**src/rtl/l2_flush_ctrl_pkg.sv**
```systemverilog
// Shared types for the L2 flush sequencer: line coherence states and FSM states.
package l2_flush_ctrl_pkg;

  typedef enum logic [1:0] {
    LineInvalid   = 2'd0,
    LineShared    = 2'd1,
    LineExclusive = 2'd2,
    LineModified  = 2'd3
  } line_state_e;

  typedef enum logic [2:0] {
    StIdle,
    StLookup,
    StEval,
    StWb,
    StInval,
    StDowngrade,
    StNext,
    StDone
  } flush_state_e;

  // True when idx is the final index of a range of count entries.
  function automatic logic is_last(input int unsigned idx, input int unsigned count);
    return idx == count - 1;
  endfunction

endpackage

```
**src/rtl/l2_flush_ctrl.sv**
```systemverilog
// L2 flush sequencer: walks every (set, way), writes back MODIFIED lines and invalidates valid
// ones. Optional clean sweep (write back + downgrade, keep lines valid) under L2_FLUSH_CLEAN_EN.
module l2_flush_ctrl
  import l2_flush_ctrl_pkg::*;
#(
  parameter int unsigned L2_SETS = 256,
  parameter int unsigned L2_WAYS = 8,
  localparam int unsigned SET_BITS = $clog2(L2_SETS),
  localparam int unsigned WAY_BITS = $clog2(L2_WAYS)
) (
  input  logic                clk,
  input  logic                rst,
  input  logic                i_flush_req_valid,
  output logic                o_flush_req_ready,
`ifdef L2_FLUSH_CLEAN_EN
  input  logic                i_flush_req_clean,
  output logic                o_downgrade_en,
`endif
  input  logic                i_pause,
  input  logic                i_ongoing_flush,
  input  logic [SET_BITS-1:0] i_flush_set,
  input  logic [WAY_BITS-1:0] i_flush_way,
  output logic                o_set_ongoing_flush,
  output logic                o_clr_ongoing_flush,
  output logic                o_incr_flush_set,
  output logic                o_clr_flush_set,
  output logic                o_incr_flush_way,
  output logic                o_clr_flush_way,
  output logic                o_lookup_en,
  input  logic [1:0]          i_lookup_state,
  output logic                o_wb_valid,
  input  logic                i_wb_ready,
  output logic [SET_BITS-1:0] o_wb_set,
  output logic [WAY_BITS-1:0] o_wb_way,
  output logic                o_inval_en,
  output logic                o_flush_done
);

  flush_state_e r_state;
  flush_state_e w_state_d;
  logic         w_accept;
  logic         w_clean;
  logic         w_last_set;
  logic         w_last_way;
  logic         w_unused_ongoing;

  // Sweep position is owned by the flush register block; ongoing_flush is informational here.
  assign w_unused_ongoing = i_ongoing_flush;

  assign o_flush_req_ready = (r_state == StIdle) && !i_pause;
  assign w_accept          = o_flush_req_ready && i_flush_req_valid;
  assign w_last_set        = is_last(32'(i_flush_set), L2_SETS);
  assign w_last_way        = is_last(32'(i_flush_way), L2_WAYS);
  assign o_wb_set          = i_flush_set;
  assign o_wb_way          = i_flush_way;

`ifdef L2_FLUSH_CLEAN_EN
  logic r_clean;

  always_ff @(posedge clk or negedge rst) begin
    if (!rst) begin
      r_clean <= 1'b0;
    end else if (w_accept) begin
      r_clean <= i_flush_req_clean;
    end
  end

  assign w_clean        = r_clean;
  assign o_downgrade_en = (r_state == StDowngrade);
`else
  assign w_clean = 1'b0;
`endif

  always_ff @(posedge clk or negedge rst) begin
    if (!rst) begin
      r_state <= StIdle;
    end else begin
      r_state <= w_state_d;
    end
  end

  always_comb begin
    w_state_d           = r_state;
    o_set_ongoing_flush = 1'b0;
    o_clr_ongoing_flush = 1'b0;
    o_incr_flush_set    = 1'b0;
    o_clr_flush_set     = 1'b0;
    o_incr_flush_way    = 1'b0;
    o_clr_flush_way     = 1'b0;
    o_lookup_en         = 1'b0;
    o_wb_valid          = 1'b0;
    o_inval_en          = 1'b0;
    o_flush_done        = 1'b0;

    unique case (r_state)
      StIdle: begin
        if (w_accept) begin
          o_set_ongoing_flush = 1'b1;
          o_clr_flush_set     = 1'b1;
          o_clr_flush_way     = 1'b1;
          w_state_d           = StLookup;
        end
      end
      StLookup: begin
        o_lookup_en = 1'b1;
        w_state_d   = StEval;
      end
      StEval: begin
        // Lookup data is valid this cycle, one after lookup_en.
        case (line_state_e'(i_lookup_state))
          LineModified:                w_state_d = StWb;
          LineShared, LineExclusive:   w_state_d = w_clean ? StNext : StInval;
          default:                     w_state_d = StNext;
        endcase
      end
      StWb: begin
        o_wb_valid = 1'b1;
        if (i_wb_ready) begin
          w_state_d = w_clean ? StDowngrade : StInval;
        end
      end
      StInval: begin
        o_inval_en = 1'b1;
        w_state_d  = StNext;
      end
      StDowngrade: begin
        w_state_d = StNext;
      end
      StNext: begin
        if (!i_pause) begin
          if (!w_last_way) begin
            o_incr_flush_way = 1'b1;
            w_state_d        = StLookup;
          end else if (!w_last_set) begin
            o_clr_flush_way  = 1'b1;
            o_incr_flush_set = 1'b1;
            w_state_d        = StLookup;
          end else begin
            w_state_d = StDone;
          end
        end
      end
      StDone: begin
        o_clr_ongoing_flush = 1'b1;
        o_flush_done        = 1'b1;
        w_state_d           = StIdle;
      end
      default: w_state_d = StIdle;
    endcase
  end

endmodule

```
**config.mk**
```make
export PLATFORM = sky130hd
export DESIGN_NAME = l2_flush_ctrl
export DESIGN_NICKNAME = d
export VERILOG_FILES = /design/src/rtl/l2_flush_ctrl_pkg.sv /design/src/rtl/l2_flush_ctrl.sv
export SDC_FILE = /design/constraint.sdc
export NUM_CORES = 1
export LEC_CHECK = 0
export BUFFER_PORTS_ARGS = -buffer_cell sky130_fd_sc_hd__buf_4
export CORE_AREA = 2 2 39 41
export DETAILED_ROUTE_END_ITERATION = 8
export DIE_AREA = 0 0 41 43
export GPL_TIMING_DRIVEN = 1
export MAX_ROUTING_LAYER = met4
export PLACE_DENSITY = 0.71
export SLEW_MARGIN = 30
export SYNTH_ARGS = -nofsm -noshare
export SYNTH_HDL_FRONTEND = slang
export SYNTH_SLANG_ARGS = --single-unit
```
**constraint.sdc**
```tcl
create_clock -name clk -period 2.35 [get_ports clk]
set_input_delay 0.47 -clock clk [delete_from_list [all_inputs] [get_ports clk]]
set_output_delay 0.47 -clock clk [all_outputs]
set_load 0.05 [all_outputs]
```
==> impl_metrics.toml <==
[timing]
fin_worst_skew_ps = 0.8537
min_period_ps = 2066
maxSlewHeadroom = 0.6531
setup_viol = 0
maxSlewViolCount = 0
finalHoldViolCount = 0
rsz0062_at_grt = "no"
min_period_over_period = 0.8792
fmax_ghz = 0.4840
tns_ps = 0
tightest_slew_ps = 520.3

[layout]
syn_to_final_growth_pct = 52.17
reg_top3 = "r_state (3)"
largest_reg_flops = 3
antenna_cells = 0
fin_util = 0.5063
largest-register = "r_state"
finalNetCount = 110
drive_gt1_frac = 0.5455
final.fill_count = 148
multi_input_comb_area_um2 = 279.0
ff_latch_area_um2 = 75.07

[routing]
first_iter_violations = 5
vias = 528
routed_via_density = 5.077
drc = 0
first_pass_iters = 3
wl_per_cell_um = 11.60
ant_nets = 0
wl_um = 1206

[power_and_ir_drop]
peakVddDrop_mv = 0.5281
p_comb_frac = 0.627
p_switching_w = 0.0003762
clockPowerShare = 0.133
p_seq_frac = 0.239
switching_share = 0.5603
internal_power_w = 0.0002952
leakage_nw = 0.3369
p_per_area_mw_per_mm2 = 958.2

[floorplanning]
ioPinCount = 41
start_util = 0.3327
core_mm2 = 0.001384
num_rows = 14
die_height_um = 43
die_area_mm2 = 0.001763
die_w_um = 41

[synthesis]
synth_nets = 84
synth-warning-count = 0
synth_top_area_cell = "buf_4"
synth_edf_count = 0
synthCells = 63
yosys_register_bits = 3
ys_types = 28
synth_common_cells = "13 x buf_4, 5 x nor2_1, 4 x buf_2, 4 x nor3_1"
syn_area_um2 = 460.4
synth_top_cell_area_share = 0.2120
syn-mean-instance-area_um2 = 7.309
ys_seq_area_frac = 0.1630
yosys.cell_count.top_type = "buf_4"
netlist_top_cells_area = "buf_4 21%, dfrtp_1 16%, ha_1 5.4%, buf_2 4.3%, nor3_1 4.3%"
synth-main-ff-cell = "dfrtp_1"
async_flop_share = 1.000

[critical_path]
path_cells = "o2111ai_1 > a211oi_2 > buf_4"
r2r-start = "r_state[2]"
cp_top_family = "flip-flops"
max_stage_delay_ps = 660
r2r_cells = 3
cp_max_fo = 18
path_class = "reg -> out"
arrival_ps = 1600
critPathRequiredTime_ps = 1880
cp_num_cells = 3
cp_num_buf_inv = 1
crit_slowest_cell = "dfrtp_1"
critPathLaunch = "r_state[2]"
crit_path_start_kind = "flip-flop"
cp-end-kind = "primary output"

[global_route]
overflow = 0
grt_use_total = 0.1496
grt_pass1_wl_um = 1780
antenna_found_initial = 0
grt_max_degree = 19
grt_pass1_vias = 468

[job]
cap_violations = 0

[clock_network]
clk_pin_slew_worst_paths_ps = 40
postCtsSetupBuffers = 0
cts_root_buffer = "clkbuf_4"
numClockSinks = 3
post_cts_resized = 0
htreeDepth = 1
clk_latency_ps = 230
cts_made_buffers = 3
cts_max_path_buffers = 2
cts-hold-fix-buffers = 0
cts_tree = "done"

[run_status]
status = "finished, final reports clean"

[min_path]
hp-class = "in -> async"

[placement]
gp_congestion = 0.6832
port-buffer-count = 39
hpwl_um = 959.2
==> worst register-to-register path, stage by stage (launching register included) <==
cell and delay [ps]:
dfrtp_1 660, nand3b_1 110, or4_1 400, a31oi_1 190
==> area by class of cell <==
type	count	share of cell area
flip-flops and latches	3	0.1071
repair buffers	39	0.4179
clock buffers	4	0.03750
multi-input cells	40	0.3982
inverters	2	0.01071
well taps	16	0.02857
==> cells in the final DEF, fill, tap and decap left out, types with 3 or more instances in the layout <==
cell type  instances
buf_4             39
clkbuf_4           3
dfrtp_1            3
nand2_1            3
nor2_1             5
nor3_1             3
==> cells by family after synthesis <==
logic type	after synthesis	share of synthesized area
adders and majority gates	2	0.05434
buffers and inverters	20	0.2799
DFF	3	0.1630
and+or+nand+nor	28	0.3397
AOI/OAI and AO/OA	10	0.1630
==> routing by layer <==
layer / share of wire / wire, um / GRT usage / vias to the layer above
li1: - / - / - / 264
met1: 0.37 / 444 / 0.1688 / 234
met2: 0.50 / 599 / 0.2156 / 26
met3: 0.11 / 138 / 0.05236 / 4
met4: 0.019 / 23 / 0.09333 / 0
met5: 0 / 0 / - / -
==> metrics by stage <==
step                setup WS (ps)  instance area, um2  hold slack, ps  total power [W]  cells
global placement            501.0               674.4           258.8        0.0005772    100
CTS                         291.5               700.7           8.240        0.0006801    104
global route                126.9               700.7          0.1676        0.0007267    104
detailed placement          522.1               674.4           259.8        0.0005849    100
floorplan                  0.7465               483.0           174.4        0.0004900     63
finish                      284.0               700.7           17.34        0.0006714    104
==> path summary, 6_finish.rpt <==
kind | slack, ps | to
hold reg to reg | 820 | r_state[0]
setup / recovery | 280 | o_clr_flush_way
hold / removal | 20 | r_state[0]
setup reg to reg | 910 | r_state[2]
max in group asynchronous | 2240 | r_state[1]
min in group clk | 590 | r_state[0]
==> power by group through the flow <==
stage	Clock, W	Sequential [W]	Combinational (W)
2_1_floorplan	0	0.0000875	0.000402
3_3_place_gp	0	0.000158	0.000419
3_5_place_dp	0	0.000159	0.000426
4_1_cts	0.0000954	0.000158	0.000426
5_1_grt	0.000101	0.000170	0.000456
6_report	0.0000895	0.000161	0.000421
Power figures use the tool's default switching activity.
